--- src/rtl/reg_if_axil_master.sv ---
// Register-interface (en/wait/ack) to AXI-Lite master bridge.
// Independent write and read FSMs; one outstanding transaction per direction.
module reg_if_axil_master #(
    parameter int unsigned DATA_WIDTH = 32,
    parameter int unsigned ADDR_WIDTH = 32,
    parameter int unsigned STRB_WIDTH = DATA_WIDTH / 8,
    parameter logic [2:0]  PROT       = 3'b000
) (
    input  logic                  clk,
    input  logic                  rst_n,

    input  logic [ADDR_WIDTH-1:0] reg_wr_addr,
    input  logic [DATA_WIDTH-1:0] reg_wr_data,
    input  logic [STRB_WIDTH-1:0] reg_wr_strb,
    input  logic                  reg_wr_en,
    output logic                  reg_wr_wait,
    output logic                  reg_wr_ack,
    output logic                  reg_wr_err,

    input  logic [ADDR_WIDTH-1:0] reg_rd_addr,
    input  logic                  reg_rd_en,
    output logic [DATA_WIDTH-1:0] reg_rd_data,
    output logic                  reg_rd_wait,
    output logic                  reg_rd_ack,
    output logic                  reg_rd_err,

    output logic [ADDR_WIDTH-1:0] m_axil_awaddr,
    output logic [2:0]            m_axil_awprot,
    output logic                  m_axil_awvalid,
    input  logic                  m_axil_awready,
    output logic [DATA_WIDTH-1:0] m_axil_wdata,
    output logic [STRB_WIDTH-1:0] m_axil_wstrb,
    output logic                  m_axil_wvalid,
    input  logic                  m_axil_wready,
    input  logic [1:0]            m_axil_bresp,
    input  logic                  m_axil_bvalid,
    output logic                  m_axil_bready,

    output logic [ADDR_WIDTH-1:0] m_axil_araddr,
    output logic [2:0]            m_axil_arprot,
    output logic                  m_axil_arvalid,
    input  logic                  m_axil_arready,
    input  logic [DATA_WIDTH-1:0] m_axil_rdata,
    input  logic [1:0]            m_axil_rresp,
    input  logic                  m_axil_rvalid,
    output logic                  m_axil_rready
);

    typedef enum logic [1:0] {WrIdle, WrSend, WrResp, WrDone} wr_state_e;
    typedef enum logic [1:0] {RdIdle, RdAddr, RdData, RdDone} rd_state_e;

    wr_state_e wr_state;
    rd_state_e rd_state;

    assign m_axil_awprot = PROT;
    assign m_axil_arprot = PROT;

    // A channel is finished once its valid has dropped or is handshaking now.
    logic aw_fin;
    logic w_fin;
    assign aw_fin = !m_axil_awvalid || m_axil_awready;
    assign w_fin  = !m_axil_wvalid  || m_axil_wready;

    always_ff @(posedge clk or negedge rst_n) begin
        if (!rst_n) begin
            wr_state       <= WrIdle;
            m_axil_awaddr  <= '0;
            m_axil_awvalid <= 1'b0;
            m_axil_wdata   <= '0;
            m_axil_wstrb   <= '0;
            m_axil_wvalid  <= 1'b0;
            m_axil_bready  <= 1'b0;
            reg_wr_wait    <= 1'b0;
            reg_wr_ack     <= 1'b0;
            reg_wr_err     <= 1'b0;
        end else begin
            reg_wr_ack <= 1'b0;
            case (wr_state)
                WrIdle: begin
                    if (reg_wr_en) begin
                        m_axil_awaddr  <= reg_wr_addr;
                        m_axil_wdata   <= reg_wr_data;
                        m_axil_wstrb   <= reg_wr_strb;
                        m_axil_awvalid <= 1'b1;
                        m_axil_wvalid  <= 1'b1;
                        reg_wr_wait    <= 1'b1;
                        wr_state       <= WrSend;
                    end
                end
                WrSend: begin
                    if (m_axil_awvalid && m_axil_awready) m_axil_awvalid <= 1'b0;
                    if (m_axil_wvalid && m_axil_wready)   m_axil_wvalid  <= 1'b0;
                    if (aw_fin && w_fin) begin
                        m_axil_bready <= 1'b1;
                        wr_state      <= WrResp;
                    end
                end
                WrResp: begin
                    if (m_axil_bvalid) begin
                        m_axil_bready <= 1'b0;
                        reg_wr_err    <= (m_axil_bresp != 2'b00);
                        reg_wr_wait   <= 1'b0;
                        reg_wr_ack    <= 1'b1;
                        wr_state      <= WrDone;
                    end
                end
                WrDone: wr_state <= WrIdle;
                default: wr_state <= WrIdle;
            endcase
        end
    end

    always_ff @(posedge clk or negedge rst_n) begin
        if (!rst_n) begin
            rd_state       <= RdIdle;
            m_axil_araddr  <= '0;
            m_axil_arvalid <= 1'b0;
            m_axil_rready  <= 1'b0;
            reg_rd_data    <= '0;
            reg_rd_wait    <= 1'b0;
            reg_rd_ack     <= 1'b0;
            reg_rd_err     <= 1'b0;
        end else begin
            reg_rd_ack <= 1'b0;
            case (rd_state)
                RdIdle: begin
                    if (reg_rd_en) begin
                        m_axil_araddr  <= reg_rd_addr;
                        m_axil_arvalid <= 1'b1;
                        reg_rd_wait    <= 1'b1;
                        rd_state       <= RdAddr;
                    end
                end
                RdAddr: begin
                    if (m_axil_arready) begin
                        m_axil_arvalid <= 1'b0;
                        m_axil_rready  <= 1'b1;
                        rd_state       <= RdData;
                    end
                end
                RdData: begin
                    if (m_axil_rvalid) begin
                        m_axil_rready <= 1'b0;
                        reg_rd_data   <= m_axil_rdata;
                        reg_rd_err    <= (m_axil_rresp != 2'b00);
                        reg_rd_wait   <= 1'b0;
                        reg_rd_ack    <= 1'b1;
                        rd_state      <= RdDone;
                    end
                end
                RdDone: rd_state <= RdIdle;
                default: rd_state <= RdIdle;
            endcase
        end
    end

endmodule

--- config.mk ---
export PLATFORM = sky130hd
export DESIGN_NAME = reg_if_axil_master
export DESIGN_NICKNAME = d
export VERILOG_FILES = /design/src/rtl/reg_if_axil_master.sv
export SDC_FILE = /design/constraint.sdc
export NUM_CORES = 1
export LEC_CHECK = 0
export CAP_MARGIN = 20
export CORE_MARGIN = 2
export CORE_UTILIZATION = 36
export DETAILED_ROUTE_END_ITERATION = 8
export PLACE_DENSITY = 0.76
export SYNTH_ARGS = -nofsm -noshare
export SYNTH_HDL_FRONTEND = slang
export SYNTH_SLANG_ARGS = --single-unit
--- constraint.sdc ---
create_clock -name clk -period 1.4 [get_ports clk]
set_input_delay 0.35 -clock clk [delete_from_list [all_inputs] [get_ports clk]]
set_output_delay 0.35 -clock clk [all_outputs]
set_load 0.02 [all_outputs]
==> results of run 1 <==
metal layers:
layer	vias up	share of wire	GRT usage
met5	-	0	0
met3	18	0.079	0.0647
met1	2094	0.36	0.192
li1	1946	-	-
met2	174	0.55	0.342
met4	0	0.013	0.0613
cell families after synthesis:
kind of cell             synth area share
flip-flops                          0.635
multiplexers                        0.278
buffers and inverters              0.0294
AND/OR/NAND/NOR                    0.0199
AO/OA/AOI/OAI                      0.0196
adder cells (fa/ha/maj)            0.0173
other                            0.000647
worst reg2reg max path: cells and delay by family, from the launching register on:
family / cells / cell delay (ps)
adders and majority gates: 1 / 200
DFF: 1 / 400
AOI/OAI and AO/OA: 1 / 270
muxes: 1 / 270
buffers and inverters: 2 / 210
state kept, by name (all words and copies together) (netlist names), 2 cells and up:
register	flops
m_axil_wdata	32
m_axil_awaddr	32
m_axil_wstrb	4
rd_state	2
m_axil_araddr	32
wr_state	2
reg_rd_data	32
worst paths after layout:
kind                                              start                      endpoint  slack, ps  cells after the start
worst max-delay path            rd_state[0]$_DFFE_PN0P_       rd_state[1]$_DFFE_PN0P_        -60                      5
worst max register to register  rd_state[0]$_DFFE_PN0P_       rd_state[1]$_DFFE_PN0P_        -60                      5
worst min register to register   reg_rd_err$_DFFE_PN0P_        reg_rd_err$_DFFE_PN0P_        480                      2
worst min-delay path                              rst_n   m_axil_wdata[6]$_DFFE_PN0P_        410                      2
max in group asynchronous                         rst_n  m_axil_araddr[7]$_DFFE_PN0P_        480                      3
min in group clk                 reg_rd_err$_DFFE_PN0P_        reg_rd_err$_DFFE_PN0P_        480                      2
power groups by stage:
| stage | combinational, mW | sequential [mW] | clock [mW] |
|---|---|---|---|
| final | 11.2 | 7.54 | 4.48 |
| after CTS | 10.6 | 7.53 | 4.60 |
| after floorplan | 3.57 | 10.1 | 0 |
| after global routing | 11.9 | 7.80 | 4.80 |
| after global placement | 11.8 | 7.53 | 0 |
| after detailed placement | 12.1 | 7.65 | 0 |
cell usage after synthesis (3+ instances only):
cell type / number
sky130_fd_sc_hd__mux2i_1: 3
sky130_fd_sc_hd__dfrtp_1: 147
sky130_fd_sc_hd__buf_4: 6
sky130_fd_sc_hd__buf_6: 3
sky130_fd_sc_hd__nor2_1: 4
sky130_fd_sc_hd__a22o_1: 3
sky130_fd_sc_hd__nand2b_1: 4
sky130_fd_sc_hd__mux2_2: 114
sky130_fd_sc_hd__nand2_1: 12
sky130_fd_sc_hd__mux2_4: 20
sky130_fd_sc_hd__buf_2: 10
sky130_fd_sc_hd__ha_1: 8
sky130_fd_sc_hd__inv_1: 11
sky130_fd_sc_hd__o21ai_0: 9
layout make-up:
cell class | count | area (um2)
fillers | 1276 | 6300
flip-flops and latches | 147 | 3680
repair buffers | 335 | 2790
multi-input cells | 194 | 2160
clock buffers | 20 | 457
well taps | 216 | 270
clock inverters | 12 | 133
inverters | 11 | 41.3
stage by stage:
stage / worst slack [ps] / TNS (ps) / util / cell area [um2] / instances
2_1_floorplan: -37.0 / -1580 / - / 5840 / 371
3_3_place_gp: -312 / -31880 / 0.578 / 9150 / 883
3_5_place_dp: -312 / -34660 / 0.578 / 9150 / 883
4_1_cts: -50.3 / -1080 / 0.583 / 9230 / 921
5_1_grt: -84.6 / -6910 / 0.602 / 9530 / 935
6_report: -56.4 / -1150 / 0.602 / 9530 / 935
what timing repair did:
action | in CTS | in global routing
endpoints found under the setup margin | 250 | 142
gates cloned | 3 | 7
resized for setup | 588 | 31
hold buffers | 1 | 0
pin swaps | 1 | 4
buffers inserted | 2 | 7
endpoints found under the hold margin | 26 | 0
==> results.md, run 1 <==
- Status: complete, but fails checks
- Failing checks: negative setup slack
- Count of unique library cells instantiated by Yosys: 23
- CTS HTree Levels: 4
- Synth Flop Type: sky130_fd_sc_hd__dfrtp_1
- Power density relative to cell area: about 2400 nW/um2
- Clock net sink count: 147
- Sw Ratio: 0.373
- Net switching power figure: 8.67 mW
- RSZ-0062 raised after global routing: yes
- Clock Pin Slew Worst Setup and Hold Paths: 60 ps
- Most common cell after layout, fill and taps aside: sky130_fd_sc_hd__dfrtp_1
- Vertical extent of the die: 131 um
- DRC violations left: 0
- Gate count after technology mapping: 366
- Hold Slack: 406 ps
- Number of iterations in the first detailed-routing pass: 4
- Worst vdd rail ir drop: about 1.2 mV
- Final number of hold-violating endpoints: 0
- Max-capacitance violation count: 0
- Post-synthesis area per instance: between 15 and 20 um2
- Cell family contributing the most delay on the critical path: flip-flops
- Die area: about 17000 um2
- Total CTS buffers: 17
- HPWL Detailed: 11800 um
- Layout Nets: 859
- Share of async-settable or async-resettable flops after synthesis: 1.00
- Overflow after GRT: 0
- Mapped cell area: 5800 um2
- Drt total wl: 16800 um
- Setup clock skew after layout: 6.53 ps
- Most used cells in the layout excluding fill and tap cells: 147 x sky130_fd_sc_hd__dfrtp_1, 143 x sky130_fd_sc_hd__buf_2, 142 x sky130_fd_sc_hd__clkdlybuf4s50_1
- Drt via density: 4.53
- Remaining antenna violation count after routing: 0
- Buffers added on ports: 287
- Worst EP arrival: between 1500 and 2000 ps
- Initial Utilization: 0.366
- TritonCTS clock tree: done
- Highest fanout seen on the critical path: 4
- Proportion of power drawn by combinational gates: 0.483
- Vias in the first global route: around 4500
- Core outline area: 15800 um2
- Static Leakage: roughly 4.5 nW
- Layout overhead on the synthesized area: 64.5%
- Clock Path Buffers: 2
- Number of top-level design ports: 294
- Final slew viol count: 0
- Worst setup path class: reg2reg
- Detail-routed net length per standard cell: 17.9 um
- Total power after layout: 23.2 mW
- Weighted congestion reported at the end of routability-driven placement: 0.787
- Critical path data required time: 1690 ps
- Portion of the post-synthesis area used by sequential elements: 0.635
- Minimum clock period after layout: around 1500 ps
- Cell taking the most area after synthesis: sky130_fd_sc_hd__dfrtp_1
- Root Buffer: sky130_fd_sc_hd__clkbuf_16
- Antenna Cells: 0
- Register share of total power: 0.324
- Number of enable flip-flop cells after synthesis: 0
- Detailed-route via count: ~4200
- All-layer global routing usage: 0.184
- Number of buffer and inverter stages on the critical path: 2
- Fraction of layout instances using a drive strength above 1: 0.520
- Rows: 46
- Startpoint kind of the worst setup timing path: flop
- Crit. End Element: flop
- Fraction of the cycle the final worst path needs: 1.04
- Count of warnings emitted by yosys: 0
- List of cells traversed by the critical path: inv_2, ha_4, inv_1, o221a_4, mux2_2
- Skew-Pair Late Insertion Delay: 410 ps
- Cell types with the largest area share after synthesis: sky130_fd_sc_hd__dfrtp_1 63%, sky130_fd_sc_hd__mux2_2 22%, sky130_fd_sc_hd__mux2_4 5.2%, sky130_fd_sc_hd__ha_1 1.7%, sky130_fd_sc_hd__buf_2 0.86%
- Share of power burned in the clock network: 0.193
- Critical path's slowest cell: sky130_fd_sc_hd__dfrtp_1
- Chip width: 131 um
- Internal power: 14.6 mW
- Worst Hold Class: in2async
- Highest cell delay on the worst timing path: 400 ps
- Largest net degree at the start of global routing: 37
- Final setup viols: 83
- Antenna violations before repair: 0
- Global-route wire length before repair: ~24000 um
- Number of DRC markers in iteration 0: around 130
- Synth top area share: 0.635
- Max Clock Freq: 0.687 GHz
- Crit path setup slack, layout: -56.4 ps
- Number of flip-flops and latches in the synthesized netlist: 147
Power figures use the tool's default switching activity.
==> inputs of run 2 (changes only) <==
--- a/config.mk
+++ b/config.mk
@@ -10,6 +10,7 @@
 export CORE_UTILIZATION = 36
 export DETAILED_ROUTE_END_ITERATION = 8
 export PLACE_DENSITY = 0.76
+export RECOVER_POWER = 25
 export SYNTH_ARGS = -nofsm -noshare
 export SYNTH_HDL_FRONTEND = slang
 export SYNTH_SLANG_ARGS = --single-unit
==> constraint.sdc (replaced) <==
create_clock -name clk -period 1.4 [get_ports clk]
set_input_delay 0.21 -clock clk [delete_from_list [all_inputs] [get_ports clk]]
set_output_delay 0.21 -clock clk [all_outputs]
set_load 0.02 [all_outputs]
==> run 2 against run 1 <==
  * Sequential power up 0.7%
  * Total power up 2.2%
  * Global-route usage rose by 0.44 points
  * Routed wire length up 0.83%
  * Cell count fell by 0.11%
  * The flow still finishes with violations (negative setup slack)
  * Critical path depth is the same
  * Clock power down 3%
  * Final area increased by 5.7%
  * Non-clock buffer count is 1 higher
  * Die area unchanged
==> results.md, run 2 (synthesized netlist as in run 1, its figures left out) <==
- Net switching power figure: 8.60 mW
- Sw Ratio: 0.362
- HPWL Detailed: ~12000 um
- Internal power: 15.2 mW
- Chip width: 131 um
- Transition time at the pin with the least slew margin: slightly below 1000 ps
- Share of power burned in the clock network: 0.182
- Skew-Pair Late Insertion Delay: 410 ps
- Static Leakage: 4.81 nW
- Power density relative to cell area: 2360 nW/um2
- TritonCTS clock tree: done
- Clock Pin Slew Worst Setup and Hold Paths: 60 ps
- RSZ-0062 raised after global routing: yes
- Final TNS setup: -1390 ps
- Number of iterations in the first detailed-routing pass: 4
- Clock Path Buffers: 2
- Antenna Cells: 0
- Total CTS buffers: 17
- Fraction of the cycle the final worst path needs: 1.03
- Status: complete, but fails checks
- Detail-routed net length per standard cell: between 15 and 20 um
- Critical path data required time: 1700 ps
- Antenna violations before repair: 0
- Core outline area: 15800 um2
- Fraction of layout instances using a drive strength above 1: 0.316
- All-layer global routing usage: 0.188
- Final number of hold-violating endpoints: 0
- Most used cells in the layout excluding fill and tap cells: 147 x sky130_fd_sc_hd__dfrtp_1, 143 x sky130_fd_sc_hd__clkdlybuf4s50_1, 134 x sky130_fd_sc_hd__dlygate4sd2_1
- Worst Hold Class: in2reg
- Max-capacitance violation count: 0
- Total power after layout: 23.8 mW
- Max Clock Freq: 0.694 GHz
- Vias in the first global route: 4647
- Worst EP arrival: 1740 ps
- Worst setup path class: reg2reg
- Highest fanout seen on the critical path: 9
- Worst vdd rail ir drop: 1.15 mV
- Launching element of the worst setup path: wr_state[0]$_DFFE_PN0P_
- Crit path setup slack, layout: -40.0 ps
- Root Buffer: sky130_fd_sc_hd__clkbuf_16
- Pre-CTS setup slack: -182 ps
- Minimum clock period after layout: 1440 ps
- Layout Nets: 860
- Die area: 17100 um2
- Largest net degree at the start of global routing: 40
- Final setup viols: 77
- Hold Slack: between 400 and 500 ps
- Storage element area: 3680 um2
- Buffers added on ports: 287
- Vertical extent of the die: 131 um
- Rows: 46
- Detailed-route via count: around 4300
- Most common cell after layout, fill and taps aside: sky130_fd_sc_hd__dfrtp_1
- Initial Utilization: 0.366
- Drt total wl: between 15000 and 20000 um
- Setup clock skew after layout: approximately 7.5 ps
- Final slew viol count: 0
- Remaining antenna violation count after routing: 0
- Final std cell area, no fill: 10100 um2
- Crit. End Element: flop
- CTS HTree Levels: 4
- Number of DRC markers in iteration 0: 130
- Failing checks: negative setup slack
- Overflow after GRT: 0
- DRC violations left: 0
- Weighted congestion reported at the end of routability-driven placement: 0.799
- R2r startpoint: wr_state[0]$_DFFE_PN0P_
- Register share of total power: 0.319
- Clock net sink count: 147
- Drt via density: about 4.6
- Placed instance area: ~9000 um2
- Worst slew margin relative to its limit: 0.350
- Proportion of power drawn by combinational gates: 0.499
- Global-route wire length before repair: 24200 um
- Layout overhead on the synthesized area: 73.8%
- Fill cells: 1195
- Startpoint kind of the worst setup timing path: flop
- Area used by multi-input combinational logic: 2190 um2
- Number of top-level design ports: 294
- Source of the worst hold timing path: reg_wr_addr[30]
==> run 2: cell count changes in the layout (fill, tap and decap cells not counted), moves of 4 or more <==
cell	change
sky130_fd_sc_hd__clkbuf_4	+4
sky130_fd_sc_hd__buf_4	-5
sky130_fd_sc_hd__clkdlybuf4s15_1	+7
sky130_fd_sc_hd__dlygate4sd2_1	+134
sky130_fd_sc_hd__buf_2	-141
sky130_fd_sc_hd__mux2_4	+17
sky130_fd_sc_hd__clkinvlp_4	-5
sky130_fd_sc_hd__mux2_2	-17
==> run 2: power groups by stage <==
| stage | registers (mW) | clock network [mW] | logic, mW |
|---|---|---|---|
| after floorplan | 10.1 | 0 | 3.57 |
| after global placement | 7.53 | 0 | 11.8 |
| after detailed placement | 7.69 | 0 | 12.1 |
| after CTS | 7.55 | 4.44 | 11.1 |
| after global routing | 7.85 | 4.64 | 12.6 |
| final | 7.59 | 4.33 | 11.8 |
==> run 2: critical path, cell delays in order (launching register included) <==
cell and delay (ps):
sky130_fd_sc_hd__dfrtp_1 390, sky130_fd_sc_hd__inv_2 110, sky130_fd_sc_hd__ha_4 190, sky130_fd_sc_hd__nand2_8 130
sky130_fd_sc_hd__clkbuf_16 200, sky130_fd_sc_hd__mux2_4 290
==> run 2: stage by stage <==
| stage | cells | util |
|---|---|---|
| 2_1_floorplan | 371 | - |
| 3_3_place_gp | 885 | 0.578 |
| 3_5_place_dp | 885 | 0.578 |
| 4_1_cts | 924 | 0.615 |
| 5_1_grt | 934 | 0.636 |
| 6_report | 934 | 0.636 |
==> run 2: metal layers <==
metal / wire (um) / GRT usage / share of wire / vias to the layer above
met2: 9010 / 0.344 / 0.53 / 192
met1: 6180 / 0.194 / 0.37 / 2134
met4: 308 / 0.0626 / 0.018 / 0
met3: 1410 / 0.0790 / 0.083 / 26
li1: - / - / - / 1955
met5: 0 / 0 / 0 / -
==> run 2: path summary, 6_finish.rpt <==
check | endpoint | slack, ps | depth (start not counted)
min reg2reg | reg_rd_err$_DFFE_PN0P_ | 480 | 2
max | m_axil_awaddr[12]$_DFFE_PN0P_ | -40 | 5
min | m_axil_awaddr[30]$_DFFE_PN0P_ | 400 | 2
max reg2reg | m_axil_awaddr[12]$_DFFE_PN0P_ | -40 | 5
max in group asynchronous | m_axil_wstrb[0]$_DFFE_PN0P_ | 120 | 3
min in group asynchronous | reg_wr_err$_DFFE_PN0P_ | 500 | 2
==> run 2: repair_timing <==
action	4_1_cts	5_1_grt
gates cloned	3	7
hold endpoints to repair	31	0
hold buffers	1	0
pin swaps	2	3
resized for setup	158	61
endpoints found under the setup margin	248	119
setup buffers	5	4
==> run 2: final cells by class <==
| class | count | area share |
|---|---|---|
| sequential | 147 | 0.365 |
| timing repair buffer | 336 | 0.331 |
| multi-input combinational | 194 | 0.218 |
| clock buffer | 21 | 0.0447 |
| tap | 216 | 0.0268 |
| clock inverter | 9 | 0.0108 |
| inverter | 11 | 0.00410 |
==> inputs of run 3 (changes only) <==
==> constraint.sdc (replaced) <==
create_clock -name clk -period 1.2 [get_ports clk]
set_input_delay 0.18 -clock clk [delete_from_list [all_inputs] [get_ports clk]]
set_output_delay 0.18 -clock clk [all_outputs]
set_load 0.02 [all_outputs]
==> run 3 against run 2 <==
  * Sequential share of layout area is 1.0 points higher
  * First-iteration DRC count decreased by 25%
  * Highest routed layer unchanged
  * The run still ends with negative setup slack left
  * Setup slack worse by 170 ps
  * Critical path type unchanged
  * Via count up 1.3%
==> results.md, run 3 (synthesized netlist as in run 1, its figures left out) <==
- Most used cells in the layout excluding fill and tap cells: 144 x sky130_fd_sc_hd__dfrtp_1, 143 x sky130_fd_sc_hd__clkdlybuf4s50_1, 137 x sky130_fd_sc_hd__buf_2
- Antenna Cells: 0
- DRC violations left: 0
- Status: complete, but fails checks
- Area used by multi-input combinational logic: 2230 um2
- Rows: 46
- Worst vdd rail ir drop: 1.35 mV
- Drt total wl: approximately 17000 um
- Worst setup path class: reg2reg
- Setup clock skew after layout: ~6.6 ps
- Storage element area: 3680 um2
- Power density relative to cell area: 2920 nW/um2
- Met2 wire length: 8860 um
- Core outline area: 15800 um2
- Clock net sink count: 147
- Fraction of the cycle the final worst path needs: 1.18
- Critical path's slowest cell: sky130_fd_sc_hd__dfrtp_1
- Topmost layer with routed signal wires: met4
- Transition time at the pin with the least slew margin: 867 ps
- Number of buffer and inverter stages on the critical path: 2
- Worst Hold End: m_axil_wstrb[2]$_DFFE_PN0P_
- Remaining antenna violation count after routing: 0
- All-layer global routing usage: 0.189
- Worst EP arrival: about 1700 ps
- Die area: about 17000 um2
- HPWL Detailed: about 12000 um
- Weighted congestion reported at the end of routability-driven placement: 0.774
- Placed instance area: 9360 um2
- RSZ-0062 raised after global routing: yes
- Source of the worst hold timing path: reg_wr_strb[2]
- Clock Pin Slew Worst Setup and Hold Paths: 60 ps
- Vertical extent of the die: 131 um
- Pre-CTS setup slack: -410 ps
- Clock Path Buffers: 2
- Cell family contributing the most delay on the critical path: flip-flops
- Endpoint of the most critical register-to-register path: rd_state[1]$_DFFE_PN0P_
- Max Clock Freq: 0.709 GHz
- Number of DRC markers in iteration 0: 98
- CTS HTree Levels: 4
- TritonCTS clock tree: done
- Worst Hold Class: in2reg
- Crit. End Element: flop
- Buffers added on ports: 287
- Fraction of layout instances using a drive strength above 1: 0.551
- Routed length on met1: 6140 um
- Global-route wire length before repair: roughly 25000 um
- Fill cells: 1213
- Overflow after GRT: 0
- Minimum clock period after layout: 1410 ps
- Critical path data required time: 1490 ps
- Hold Slack: 375 ps
- Antenna violations before repair: 0
- Flop2flop setup slack: -210 ps
- Failing checks: negative setup slack
- Layout overhead on the synthesized area: 69.3%
- Root Buffer: sky130_fd_sc_hd__clkbuf_16
- FF-to-FF path depth: 5
- Final slew viol count: 0
- Max-capacitance violation count: 0
- List of cells traversed by the critical path: inv_2, ha_4, inv_4, o221a_4, mux2_2
- Vias in the first global route: 4707
- Highest fanout seen on the critical path: 3
- Drt via density: 4.58
- Startpoint kind of the worst setup timing path: flop
- Largest net degree at the start of global routing: 42
- Layout Nets: 877
- Skew-Pair Late Insertion Delay: between 400 and 500 ps
- Final setup viols: 139
- Final number of hold-violating endpoints: 0
- Detail-routed net length per standard cell: roughly 18 um
- R2r startpoint: rd_state[0]$_DFFE_PN0P_
- Worst slew margin relative to its limit: 0.422
- Total met3 wirelength after detailed routing: 1410 um
- Crit path setup slack, layout: -211 ps
- Number of iterations in the first detailed-routing pass: 4
- Detailed-route via count: roughly 4400
- Highest cell delay on the worst timing path: ~400 ps
- Cell depth of the worst min-delay path: 2
- Static Leakage: 4.65 nW
- Most common cell after layout, fill and taps aside: sky130_fd_sc_hd__dfrtp_1
- Total CTS buffers: 17
- Final TNS setup: -23320 ps
- Number of top-level design ports: 294
- Chip width: 131 um
- Final std cell area, no fill: 9810 um2
- Initial Utilization: 0.366
## run 3: how the worst max path moves through the flow
stage,startpoint,to,slack [ps],depth (start not counted)
global placement,reg_rd_en,rd_state[1]$_DFFE_PN0P_,-380,4
global route,wr_state[0]$_DFFE_PN0P_,m_axil_awaddr[2]$_DFFE_PN0P_,-250,5
CTS,wr_state[0]$_DFFE_PN0P_,m_axil_awaddr[22]$_DFFE_PN0P_,-200,5
finish,rd_state[0]$_DFFE_PN0P_,rd_state[1]$_DFFE_PN0P_,-210,5
floorplan,wr_state[1]$_DFFE_PN0P_,m_axil_awaddr[0]$_DFFE_PN0P_,-170,6
detailed placement,reg_rd_en,rd_state[1]$_DFFE_PN0P_,-410,4
## run 3: cell type report
| cell class | instances | area share |
|---|---|---|
| Inverter | 11 | 0.00472 |
| Clock buffer | 20 | 0.0455 |
| Tap cell | 216 | 0.0275 |
| Sequential cell | 147 | 0.375 |
| Multi-Input combinational cell | 194 | 0.227 |
| Timing Repair Buffer | 353 | 0.296 |
| Clock inverter | 12 | 0.0232 |
## run 3: repair_timing
item / in CTS / in global routing
gates cloned: 2 / 3
setup buffers: 3 / 11
gates resized for setup: 603 / 46
setup endpoints to repair: 285 / 149
hold buffers: 1 / 0
pin swaps: 8 / 8
hold endpoints to repair: 147 / 0
## run 3: report_power, final
group          leakage, nW  switching, mW  total [mW]  internal [mW]
combinational         2.59           6.97        13.7           6.76
clock                0.325           2.06        6.03           3.97
sequential            1.73           1.34        8.86           7.52
## run 3: routing by layer
layer / vias to the layer above / track usage
li1: 1980 / -
met1: 2165 / 0.207
met2: 192 / 0.335
met3: 28 / 0.0668
met4: 0 / 0.0751
met5: - / 0
## run 3: through the flow
step / util / cells / power (mW)
after detailed placement: 0.591 / 902 / 23.7
after CTS: 0.602 / 940 / 28.0
after global routing: 0.620 / 953 / 30.2
after global placement: 0.591 / 902 / 23.2
after floorplan: - / 371 / 16.4
final: 0.620 / 953 / 28.6
